File: config.mk
export PLATFORM = sky130hd
export DESIGN_NAME = adc_acq_ctrl
export DESIGN_NICKNAME = d
export VERILOG_FILES = /design/src/rtl/adc_acq_pkg.sv /design/src/rtl/adc_acq_fifo.sv /design/src/rtl/adc_acq_ctrl.sv
export SDC_FILE = /design/constraint.sdc
export NUM_CORES = 1
export LEC_CHECK = 0
export CAP_MARGIN = 10
export CORE_AREA = 2 2 155 81
export DETAILED_ROUTE_END_ITERATION = 8
export DIE_AREA = 0 0 157 83
export GPL_ROUTABILITY_DRIVEN = 1
export PLACE_DENSITY = 0.78
export SETUP_SLACK_MARGIN = 0.2
export SKIP_LAST_GASP = 1
export SLEW_MARGIN = 20
export SYNTH_ARGS = -nofsm -noshare
export SYNTH_HDL_FRONTEND = slang
export SYNTH_SLANG_ARGS = --single-unit
export TNS_END_PERCENT = 5
File: constraint.sdc
create_clock -name clk -period 8.1 [get_ports clk]
set_input_delay 1.62 -clock clk [delete_from_list [all_inputs] [get_ports clk]]
set_output_delay 1.62 -clock clk [all_outputs]
set_load 0.01 [all_outputs]
File: src/rtl/adc_acq_pkg.sv
`default_nettype none
// ============================================================================
//  Package     : adc_acq_pkg
//  Description : Shared types and constants for the ADC acquisition
//                controller: FSM state encoding, default parameter values,
//                the FIFO entry layout and the masked round-robin channel
//                search helper.
//  Revision    : 1.0  initial release
// ============================================================================
package adc_acq_pkg;

  localparam int unsigned DEF_NUM_CH      = 4;
  localparam int unsigned DEF_SETTLE_CYC  = 64;
  localparam int unsigned DEF_TIMEOUT_CYC = 4096;
  localparam int unsigned DEF_FIFO_DEPTH  = 4;

  localparam int unsigned SAMPLE_W = 16;
  // Widest channel tag needed for the largest legal channel count (8).
  localparam int unsigned MAX_CH_W = 3;

  typedef enum logic [2:0] {
    ST_IDLE   = 3'd0,
    ST_SELECT = 3'd1,
    ST_SETTLE = 3'd2,
    ST_WAIT   = 3'd3,
    ST_STORE  = 3'd4
  } acq_state_e;

  typedef struct packed {
    logic [MAX_CH_W-1:0] ch;
    logic [SAMPLE_W-1:0] data;
  } fifo_entry_t;

  // First channel with its mask bit set, searching upward and wrapping
  // modulo num_ch. The search starts at channel 0 when from_zero is set,
  // otherwise at cur+1. With an empty mask the current channel is returned.
  function automatic logic [MAX_CH_W-1:0] next_ch(
    input logic [7:0]          mask,
    input logic [MAX_CH_W-1:0] cur,
    input logic                from_zero,
    input int unsigned         num_ch
  );
    logic [3:0]          start;
    logic [3:0]          cand;
    logic                found;
    logic [MAX_CH_W-1:0] result;
    start  = from_zero ? 4'd0 : ({1'b0, cur} + 4'd1);
    found  = 1'b0;
    result = cur;
    for (int unsigned i = 0; i < 8; i++) begin
      if (i < num_ch) begin
        cand = start + 4'(i);
        // start <= num_ch and i < num_ch, so one subtraction wraps fully.
        if (cand >= 4'(num_ch)) begin
          cand = cand - 4'(num_ch);
        end
        if (!found && mask[cand[2:0]]) begin
          found  = 1'b1;
          result = cand[2:0];
        end
      end
    end
    return result;
  endfunction

endpackage
`default_nettype wire

File: src/rtl/adc_acq_fifo.sv
`default_nettype none
// ============================================================================
//  Module      : adc_acq_fifo
//  Description : Synchronous first-word-fall-through FIFO for acquired
//                samples. A word pushed in cycle N is at the head in N+1.
//                When full, a simultaneous pop frees the slot so the push
//                still succeeds.
//  Revision    : 1.0  initial release
//
//  Ports
//    clk      in   clock, rising edge
//    reset    in   asynchronous, active-high
//    push     in   write request
//    pop      in   read request (ignored when empty)
//    wr_data  in   WIDTH  write word
//    rd_data  out  WIDTH  head word
//    full     out  no free slot
//    empty    out  no valid word
//    push_ok  out  the push in this cycle is accepted
// ============================================================================
module adc_acq_fifo #(
  parameter int unsigned DEPTH = 4,
  parameter int unsigned WIDTH = 19
) (
  input  logic             clk,
  input  logic             reset,
  input  logic             push,
  input  logic             pop,
  input  logic [WIDTH-1:0] wr_data,
  output logic [WIDTH-1:0] rd_data,
  output logic             full,
  output logic             empty,
  output logic             push_ok
);

  localparam int unsigned AW      = $clog2(DEPTH);
  localparam logic [AW:0] PTR_ONE = 1;

  // Pointers carry one extra wrap bit to tell full from empty.
  logic [AW:0]      wr_ptr_q, wr_ptr_d;
  logic [AW:0]      rd_ptr_q, rd_ptr_d;
  logic [WIDTH-1:0] mem_q [DEPTH];
  logic [WIDTH-1:0] mem_d [DEPTH];
  logic             pop_ok;

  assign empty   = (wr_ptr_q == rd_ptr_q);
  assign full    = (wr_ptr_q[AW] != rd_ptr_q[AW]) &&
                   (wr_ptr_q[AW-1:0] == rd_ptr_q[AW-1:0]);
  assign pop_ok  = pop && !empty;
  assign push_ok = push && (!full || pop_ok);
  assign rd_data = mem_q[rd_ptr_q[AW-1:0]];

  always_comb begin
    wr_ptr_d = wr_ptr_q;
    rd_ptr_d = rd_ptr_q;
    mem_d    = mem_q;
    if (push_ok) begin
      mem_d[wr_ptr_q[AW-1:0]] = wr_data;
      wr_ptr_d                = wr_ptr_q + PTR_ONE;
    end
    if (pop_ok) begin
      rd_ptr_d = rd_ptr_q + PTR_ONE;
    end
  end

  always_ff @(posedge clk or posedge reset) begin
    if (reset) begin
      wr_ptr_q <= '0;
      rd_ptr_q <= '0;
      for (int unsigned i = 0; i < DEPTH; i++) begin
        mem_q[i] <= '0;
      end
    end else begin
      wr_ptr_q <= wr_ptr_d;
      rd_ptr_q <= rd_ptr_d;
      mem_q    <= mem_d;
    end
  end

endmodule
`default_nettype wire

File: src/rtl/adc_acq_ctrl.sv
`default_nettype none
// ============================================================================
//  Module      : adc_acq_ctrl
//  Description : Multi-channel ADC acquisition controller. Scans the enabled
//                analog-mux channels round-robin, waits for mux settling,
//                captures one ADC sample per channel (or the truncated mean
//                of four when averaging is built in) and queues
//                {channel, sample} in an output FIFO.
//  Revision    : 1.0  initial release
//
//  Build option
//    ADC_ACQ_CTRL_AVG_EN  defined: average 4 samples per channel
//
//  Ports
//    clk           in   clock, rising edge
//    reset         in   asynchronous, active-high
//    enable        in   level, run the scan
//    ch_mask       in   NUM_CH  channels included in the scan
//    adc_drdy      in   one-cycle pulse, adc_data valid
//    adc_data      in   16      ADC sample word
//    mux_sel       out  CH_W    analog-mux select
//    sample_valid  out  FIFO head valid
//    sample_ready  in   consumer accepts head
//    sample_data   out  16      FIFO head sample
//    sample_ch     out  CH_W    FIFO head channel tag
//    busy          out  FSM not idle
//    timeout_err   out  one-cycle pulse on channel timeout
//    overflow      out  sticky, a sample was dropped on a full FIFO
// ============================================================================
module adc_acq_ctrl
  import adc_acq_pkg::*;
#(
  parameter int unsigned NUM_CH      = DEF_NUM_CH,
  parameter int unsigned SETTLE_CYC  = DEF_SETTLE_CYC,
  parameter int unsigned TIMEOUT_CYC = DEF_TIMEOUT_CYC,
  parameter int unsigned FIFO_DEPTH  = DEF_FIFO_DEPTH,
  localparam int unsigned CH_W       = $clog2(NUM_CH)
) (
  input  logic                clk,
  input  logic                reset,
  input  logic                enable,
  input  logic [NUM_CH-1:0]   ch_mask,
  input  logic                adc_drdy,
  input  logic [SAMPLE_W-1:0] adc_data,
  output logic [CH_W-1:0]     mux_sel,
  output logic                sample_valid,
  input  logic                sample_ready,
  output logic [SAMPLE_W-1:0] sample_data,
  output logic [CH_W-1:0]     sample_ch,
  output logic                busy,
  output logic                timeout_err,
  output logic                overflow
);

  // One counter serves both the settle and the timeout phase.
  localparam int unsigned CNT_MAX = (SETTLE_CYC > TIMEOUT_CYC) ? SETTLE_CYC : TIMEOUT_CYC;
  localparam int unsigned CNT_W   = $clog2(CNT_MAX + 1);
  localparam logic [CNT_W-1:0] CNT_ONE      = 1;
  localparam logic [CNT_W-1:0] SETTLE_LAST  = CNT_W'(SETTLE_CYC - 1);
  localparam logic [CNT_W-1:0] TIMEOUT_LAST = CNT_W'(TIMEOUT_CYC - 1);

  acq_state_e          state_q, state_d;
  logic [CH_W-1:0]     mux_sel_q, mux_sel_d;
  logic                first_q, first_d;
  logic [CNT_W-1:0]    cnt_q, cnt_d;
  logic [SAMPLE_W-1:0] data_q, data_d;
  logic                timeout_err_q, timeout_err_d;
  logic                overflow_q, overflow_d;

`ifdef ADC_ACQ_CTRL_AVG_EN
  logic [17:0] acc_q, acc_d;
  logic [1:0]  nsamp_q, nsamp_d;
  logic [17:0] acc_sum;
  assign acc_sum = acc_q + 18'(adc_data);
`endif

  logic            fifo_push;
  logic            fifo_pop;
  logic            fifo_full;
  logic            fifo_empty;
  logic            fifo_push_ok;
  fifo_entry_t     fifo_wr;
  fifo_entry_t     fifo_head;
  logic [CH_W-1:0] next_sel;
  logic            unused_head_ch;

  assign next_sel = CH_W'(next_ch(8'(ch_mask), MAX_CH_W'(mux_sel_q), first_q, NUM_CH));

  always_comb begin
    state_d       = state_q;
    mux_sel_d     = mux_sel_q;
    first_d       = first_q;
    cnt_d         = cnt_q;
    data_d        = data_q;
    timeout_err_d = 1'b0;
    overflow_d    = overflow_q;
    fifo_push     = 1'b0;
`ifdef ADC_ACQ_CTRL_AVG_EN
    acc_d         = acc_q;
    nsamp_d       = nsamp_q;
`endif

    case (state_q)
      ST_IDLE: begin
        if (enable && (ch_mask != '0)) begin
          state_d = ST_SELECT;
        end
      end

      ST_SELECT: begin
        cnt_d = '0;
        if (ch_mask == '0) begin
          state_d = ST_IDLE;
        end else begin
          mux_sel_d = next_sel;
          first_d   = 1'b0;
          state_d   = ST_SETTLE;
        end
      end

      // adc_drdy is deliberately not looked at while the mux settles.
      ST_SETTLE: begin
        if (cnt_q == SETTLE_LAST) begin
          cnt_d   = '0;
          state_d = ST_WAIT;
        end else begin
          cnt_d = cnt_q + CNT_ONE;
        end
      end

      ST_WAIT: begin
        if (adc_drdy) begin
          cnt_d = '0;
`ifdef ADC_ACQ_CTRL_AVG_EN
          if (nsamp_q == 2'd3) begin
            data_d  = 16'(acc_sum >> 2);
            acc_d   = '0;
            nsamp_d = '0;
            state_d = ST_STORE;
          end else begin
            acc_d   = acc_sum;
            nsamp_d = nsamp_q + 2'd1;
          end
`else
          data_d  = adc_data;
          state_d = ST_STORE;
`endif
        end else if (cnt_q == TIMEOUT_LAST) begin
          cnt_d         = '0;
          timeout_err_d = 1'b1;
          state_d       = ST_SELECT;
`ifdef ADC_ACQ_CTRL_AVG_EN
          acc_d         = '0;
          nsamp_d       = '0;
`endif
        end else begin
          cnt_d = cnt_q + CNT_ONE;
        end
      end

      ST_STORE: begin
        fifo_push = 1'b1;
        if (!fifo_push_ok) begin
          overflow_d = 1'b1;
        end
        state_d = ST_SELECT;
      end

      default: begin
        state_d = ST_IDLE;
      end
    endcase

    // Dropping enable abandons whatever the channel was doing, including a
    // pending store; queued FIFO entries stay available to the consumer.
    if (!enable && (state_q != ST_IDLE)) begin
      state_d       = ST_IDLE;
      cnt_d         = '0;
      timeout_err_d = 1'b0;
      fifo_push     = 1'b0;
      overflow_d    = overflow_q;
`ifdef ADC_ACQ_CTRL_AVG_EN
      acc_d         = '0;
      nsamp_d       = '0;
`endif
    end
  end

  always_ff @(posedge clk or posedge reset) begin
    if (reset) begin
      state_q       <= ST_IDLE;
      mux_sel_q     <= '0;
      first_q       <= 1'b1;
      cnt_q         <= '0;
      data_q        <= '0;
      timeout_err_q <= 1'b0;
      overflow_q    <= 1'b0;
`ifdef ADC_ACQ_CTRL_AVG_EN
      acc_q         <= '0;
      nsamp_q       <= '0;
`endif
    end else begin
      state_q       <= state_d;
      mux_sel_q     <= mux_sel_d;
      first_q       <= first_d;
      cnt_q         <= cnt_d;
      data_q        <= data_d;
      timeout_err_q <= timeout_err_d;
      overflow_q    <= overflow_d;
`ifdef ADC_ACQ_CTRL_AVG_EN
      acc_q         <= acc_d;
      nsamp_q       <= nsamp_d;
`endif
    end
  end

  assign fifo_wr.ch   = MAX_CH_W'(mux_sel_q);
  assign fifo_wr.data = data_q;
  assign fifo_pop     = sample_valid && sample_ready;

  adc_acq_fifo #(
    .DEPTH (FIFO_DEPTH),
    .WIDTH ($bits(fifo_entry_t))
  ) u_fifo (
    .clk     (clk),
    .reset   (reset),
    .push    (fifo_push),
    .pop     (fifo_pop),
    .wr_data (fifo_wr),
    .rd_data (fifo_head),
    .full    (fifo_full),
    .empty   (fifo_empty),
    .push_ok (fifo_push_ok)
  );

  // The stored tag is sized for 8 channels; upper bits are always zero here.
  assign unused_head_ch = ^{fifo_head.ch, fifo_full};

  assign mux_sel      = mux_sel_q;
  assign sample_valid = !fifo_empty;
  assign sample_data  = fifo_head.data;
  assign sample_ch    = fifo_head.ch[CH_W-1:0];
  assign busy         = (state_q != ST_IDLE);
  assign timeout_err  = timeout_err_q;
  assign overflow     = overflow_q;

endmodule
`default_nettype wire
==> impl_metrics.csv, run 1 <==
group,metric,value,unit
sta,setup_slack,3870,ps
setup_path,critPathMaxFanout,12,
power_and_ir_drop,p_clk_share,32.2,%
floorplanning,core_area,0.0116,sq mm
placed_design,post-place-ws,3740,ps
placed_design,place_congestion,0.837,
drt,route.detailed.drc,0,
drt,routed_wl,11100,um
power_and_ir_drop,powerDensity,323,mW/mm^2
logic_synthesis,ys_top_cells_by_count,"114 x dfrtp_1, 88 x mux2_2, 28 x nand2_1",
power_and_ir_drop,swShare,31.7,%
logic_synthesis,ys_seq_area_share,53.4,%
sta,period_share,52.2,%
floorplanning,fp.dieW,157,um
drt,dr.pass1.iters,5,
power_and_ir_drop,p_int,1.45,mW
setup_path,cp_slowest_cell,"dfrtp_1",
clock_network,cts_buffers,17,
sta,clock.fmax,236,MHz
power_and_ir_drop,p_leak,3.08,nW
final_layout,area_growth,21.4,%
logic_synthesis,yosysWarningCount,0,
sta,timing.hold.ws,486,ps
setup_path,cp-end-kind,"output port",
sta,skew,6.74,ps
placed_design,numPortBuffers,48,
logic_synthesis,netlist_area,0.00540,sq mm
clock_network,clock_sinks,115,
final_layout,drive_gt1_share,31.0,%
logic_synthesis,synth-seq-cells,115,
clock_network,hold_buffers,0,
sta,slew_headroom,29.3,%
final_layout,final_cells,632,
hold_path,hold_path.class,"flip-flop to flip-flop",
final_layout,diodes,0,
drt,drt_iter0_drc,229,
sta,worstMarginPinSlew,1060,ps
setup_path,crit_type,"flip-flop to output port",
logic_synthesis,yosysMostFrequentCell,"dfrtp_1",
sta,setup_viol,0,
setup_path,cp_slowest_stage_delay,730,ps
floorplanning,rows,28,
clock_network,cts_resized,0,
global_route,antenna_found_initial,0,
logic_synthesis,syn-num-nets,438,
clock_network,path_clk_slew,50,ps
logic_synthesis,synth_edf_count,0,
power_and_ir_drop,combPwrFrac,28.0,%
power_and_ir_drop,p_seq_share,39.8,%
logic_synthesis,synth_top_area_cell,"dfrtp_1",
logic_synthesis,syn_area_per_cell,13.4,sq um
global_route,grt_pass1_vias,3447,
global_route,grt_overflow,0,
sta,post-route-min-period,4230,ps
sta,rsz0062_at_grt,"false",
run,cap_violations,0,
setup_path,critPathLaunchType,"flip-flop",
clock_network,post_cts_buffers,0,
final_layout,nets,490,
drt,wl_per_cell,17.5,um
floorplanning,start_util,46.5,%
final_layout,finish.utilization,56.5,%
logic_synthesis,ys_async_sr_fraction,100,%
sta,slew_violations,0,
setup_path,arrival,2610,ps
drt,via_per_inst,5.42,
logic_synthesis,syn_inst,404,
global_route,grt_first_pass_wirelength,18100,um
placed_design,dpl.hpwl,7270,um
sta,hold_viol_final,0,
clock_network,cts_max_path_buffers,2,
placed_design,dp.cells,602,
final_layout,fill_cells,933,
global_route,grtUsageTotal,18.2,%
setup_path,crit_chain,"buf_4, mux4_2, clkdlybuf4s50_1",
logic_synthesis,synth_cell_types,46,
floorplanning,pin_count,49,
drt,vias,3424,
floorplanning,die_y,83,um
clock_network,cts_tree,"yes",
logic_synthesis,ys.flop_type,"dfrtp_1",
run_status,status,"finished clean",
setup_path,required,6480,ps
power_and_ir_drop,peakVddDrop,0.000164,V
logic_synthesis,synth_area_leaders,"dfrtp_1 53%, mux2_2 18%, mux4_2 8.3%",
sta,fin_setup_tns,0,ps
logic_synthesis,netlist.area_leader.share,52.9,%
clock_network,cts-htree-levels,4,
clock_network,cts_root_buf,"clkbuf_16",
global_route,grt_max_degree,75,
clock_network,clk_latency,410,ps
drt,ant_nets,0,
power_and_ir_drop,switchingPower,0.671,mW
floorplanning,die_area,0.0130,sq mm
state kept, by name (all words and copies together), names as in the netlist:
signal and cells:
u_fifo.wr_ptr_q 3, u_fifo.rd_ptr_q 3, mux_sel 2, overflow 1, first_q 1, cnt_q 13, u_fifo.mem_q 72, timeout_err 1
data_q 16, state_q 3
path summary, 6_finish.rpt:
path / cells after the start / from / slack [ps] / end
max reg2reg: 5 / u_fifo.rd_ptr_q[1]$_DFFE_PP0P_ / 4740 / u_fifo.mem_q[16]$_DFFE_PP0P_
min in group asynchronous: 2 / reset / 1600 / cnt_q[0]$_DFFE_PP0P_
max: 3 / u_fifo.rd_ptr_q[0]$_DFFE_PP0P_ / 3870 / sample_data[6]
min reg2reg: 2 / u_fifo.mem_q[55]$_DFFE_PP0P_ / 490 / u_fifo.mem_q[55]$_DFFE_PP0P_
max in group asynchronous: 3 / reset / 5170 / u_fifo.mem_q[31]$_DFFE_PP0P_
min: 2 / u_fifo.mem_q[55]$_DFFE_PP0P_ / 490 / u_fifo.mem_q[55]$_DFFE_PP0P_
cell families (layout without fill, tap and decap cells):
family,count (synthesis),in the layout,synth area share (%)
xor gates and xnor gates,8,8,1.30
DFF,115,115,53.4
and+or+nand+nor,90,90,8.23
AOI/OAI and AO/OA,45,45,5.47
buffers and inverters,26,89,2.27
adders and majority gates,9,9,2.09
muxes,111,111,27.3
critical path, delay by kind of cell (launching register included):
| kind | cells | cell delay [ps] |
|---|---|---|
| mux | 1 | 590 |
| flops | 1 | 730 |
| buf+inv | 2 | 880 |
cell usage in the layout, fill, tap and decap left out, drive strengths merged, types with 3 or more instances in the layout:
cell type      netlist  layout
clkdlybuf4s50        0      48
o21ai               16      16
nor3b                3       3
mux2                88      88
a21oi                8       8
clkinv               0       5
a211o                3       3
nor2                15      15
nor4                 3       3
ha                   9       9
nand2               28      28
o211ai               3       3
o21a                 3       3
xnor2                5       5
clkbuf               4      24
nor3                11      11
nand3                7       7
dfrtp              114     114
or2                  3       3
inv                  9       9
a21o                 6       6
nand2b               4       4
mux2i                3       3
mux4                20      20
and3                 3       3
xor2                 3       3
nand4                3       3
layer usage:
metal / track usage [%] / up-vias / routed length, um
li1: - / 1587 / -
met1: 25.9 / 1756 / 5500
met2: 26.8 / 73 / 5000
met3: 5.69 / 8 / 505
met4: 5.50 / 0 / 61
met5: 0 / - / 0
area by class of cell:
cell class / count / area (sq um) / area share (%)
well taps: 165 / 206 / 3.15
clock inverters: 6 / 55.1 / 0.840
repair buffers: 50 / 495 / 7.56
clock buffers: 24 / 482 / 7.35
flip-flops and latches: 115 / 2880 / 43.9
multi-input cells: 263 / 2400 / 36.6
inverters: 9 / 36.3 / 0.554
through the flow:
stage	area (sq um)	power [mW]
after floorplan	5400	1.25
after global placement	6010	1.41
after detailed placement	6010	1.44
after CTS	6550	2.14
after global routing	6550	2.24
final	6550	2.12
power by group through the flow:
stage | logic [mW] | registers (mW) | clock network [mW]
final | 0.594 | 0.842 | 0.681
after global routing | 0.651 | 0.866 | 0.722
after CTS | 0.599 | 0.843 | 0.695
after detailed placement | 0.592 | 0.850 | 0
after global placement | 0.570 | 0.839 | 0
after floorplan | 0.478 | 0.773 | 0
Power figures use the tool's default switching activity.
==> inputs of run 2 (changes only) <==
==> constraint.sdc (replaced) <==
create_clock -name clk -period 4.3 [get_ports clk]
set_input_delay 0.86 -clock clk [delete_from_list [all_inputs] [get_ports clk]]
set_output_delay 0.86 -clock clk [all_outputs]
set_load 0.01 [all_outputs]
==> run 2 against run 1 <==
- wire length grew 0.72%
- utilization up 0.69 points
- critical path depth did not move
- combinational power rose by 90%
- critical path type unchanged
- highest routed layer unchanged
==> impl_metrics.csv, run 2 (synthesis gave the netlist of run 1 again) <==
group,metric,value,unit
global_route,grt_first_pass_wirelength,19100,um
floorplanning,die_area,0.0130,sq mm
floorplanning,fp.dieW,157,um
hold_path,hold_path.class,"flip-flop to flip-flop",
sta,worstMarginPinSlew,1030,ps
floorplanning,die_y,83,um
drt,drt_iter0_drc,305,
power_and_ir_drop,total_power,4.12,mW
power_and_ir_drop,p_leak,3.12,nW
sta,fin_setup_tns,0,ps
drt,dr.pass1.iters,5,
drt,ant_nets,0,
drt,wl_per_cell,17.5,um
clock_network,post_cts_buffers,0,
clock_network,cts-htree-levels,4,
sta,post-route-min-period,3340,ps
global_route,grt_overflow,0,
clock_network,hold_buffers,0,
clock_network,path_clk_slew,50,ps
global_route,grt_max_degree,116,
placed_design,numPortBuffers,48,
floorplanning,pin_count,49,
global_route,antenna_found_initial,0,
setup_path,arrival,2480,ps
final_layout,multi_input_area,0.00239,sq mm
sta,hold_viol_final,0,
final_layout,top_regs,"u_fifo.mem_q: 72 flops, data_q: 16 flops, cnt_q: 13 flops",
final_layout,fill_cells,929,
global_route,grt_pass1_vias,3594,
clock_network,cts_tree,"yes",
final_layout,largest_reg_flops,72,
final_layout,finish.utilization,57.2,%
sta,slew_violations,0,
sta,setup_viol,0,
drt,via_per_inst,5.38,
sta,period_share,77.6,%
sta,slew_headroom,31.6,%
run_status,status,"finished clean",
drt,vias,3425,
clock_network,cts_root_buf,"clkbuf_16",
final_layout,seq_area,0.00288,sq mm
sta,clock.fmax,300,MHz
final_layout,mostFrequentLayoutCells,"114 x dfrtp_1, 88 x mux2_2, 48 x clkdlybuf4s50_1, 28 x nand2_1, 20 x mux4_2",
final_layout,diodes,0,
placed_design,dpl_cell_area,0.00605,sq mm
setup_path,critPathLaunchType,"flip-flop",
floorplanning,core_area,0.0116,sq mm
final_layout,final_cell_area,0.00663,sq mm
clock_network,clk_latency,410,ps
sta,skew,6.74,ps
sta,timing.hold.ws,481,ps
drt,route.detailed.drc,0,
setup_path,cp_slowest_stage_delay,590,ps
floorplanning,rows,28,
power_and_ir_drop,peakVddDrop,0.000248,V
final_layout,layout_commonest_cell,"dfrtp_1",
placed_design,place_congestion,0.804,
setup_path,crit_type,"flip-flop to output port",
setup_path,critPathMaxFanout,15,
setup_path,crit_chain,"buf_4, mux4_2, clkdlybuf4s50_1",
final_layout,nets,493,
setup_path,critPathTopFamily,"buffers and inverters",
run,cap_violations,0,
setup_path,cp-end-kind,"output port",
setup_path,crit_buf_inv,2,
global_route,grtUsageTotal,19.2,%
drt,routed_wl,11100,um
floorplanning,start_util,46.5,%
clock_network,cts_buffers,17,
placed_design,dpl.hpwl,7350,um
power_and_ir_drop,powerDensity,621,mW/mm^2
clock_network,cts_max_path_buffers,2,
setup_path,required,3440,ps
final_layout,area_growth,22.9,%
clock_network,cts_resized,0,
final_layout,top_register,"u_fifo.mem_q",
setup_path,cp_slowest_cell,"mux4_2",
final_layout,drive_gt1_share,31.8,%
clock_network,clock_sinks,115,
sta,rsz0062_at_grt,"false",
==> run 2: through the flow <==
step | setup slack [ps] | instances
finish | 962 | 637
global placement | 948 | 605
CTS | 910 | 637
floorplan | 398 | 404
global route | 819 | 637
detailed placement | 830 | 605
==> run 2: path summary, 6_finish.rpt <==
check                                               startpoint                           end  slack, ps  depth (start not counted)
worst max-delay path            u_fifo.rd_ptr_q[0]$_DFFE_PP0P_                  sample_ch[0]        960                          3
worst min-delay path                      overflow$_DFFE_PP0P_          overflow$_DFFE_PP0P_        480                          1
worst min register to register            overflow$_DFFE_PP0P_          overflow$_DFFE_PP0P_        480                          1
min in group asynchronous                                reset          cnt_q[1]$_DFFE_PP0P_        880                          3
worst max register to register  u_fifo.rd_ptr_q[1]$_DFFE_PP0P_  u_fifo.mem_q[16]$_DFFE_PP0P_       1150                          5
max in group asynchronous                                reset  u_fifo.mem_q[69]$_DFFE_PP0P_       2860                          3
==> run 2: routing by layer <==
metal / part of all wire (%) / GRT usage, % / wire (um) / vias to the layer above
met4: 0.86 / 6.01 / 96 / 0
met2: 45 / 27.0 / 5030 / 81
met1: 49 / 27.9 / 5430 / 1735
met3: 5.2 / 6.52 / 581 / 13
met5: 0 / 0 / 0 / -
li1: - / - / - / 1596
==> run 2: report_power, final <==
group          internal, mW  switching [mW]  total (mW)
Clock                 0.918           0.487        1.41
Sequential             1.31           0.269        1.58
Combinational         0.594           0.540        1.13
==> run 2: cell type report <==
type	count	area share [%]
Clock buffer	21	6.79
Multi-Input combinational cell	263	36.1
Inverter	9	0.547
Sequential cell	115	43.4
Clock inverter	11	2.04
Timing Repair Buffer	53	8.00
Tap cell	165	3.11
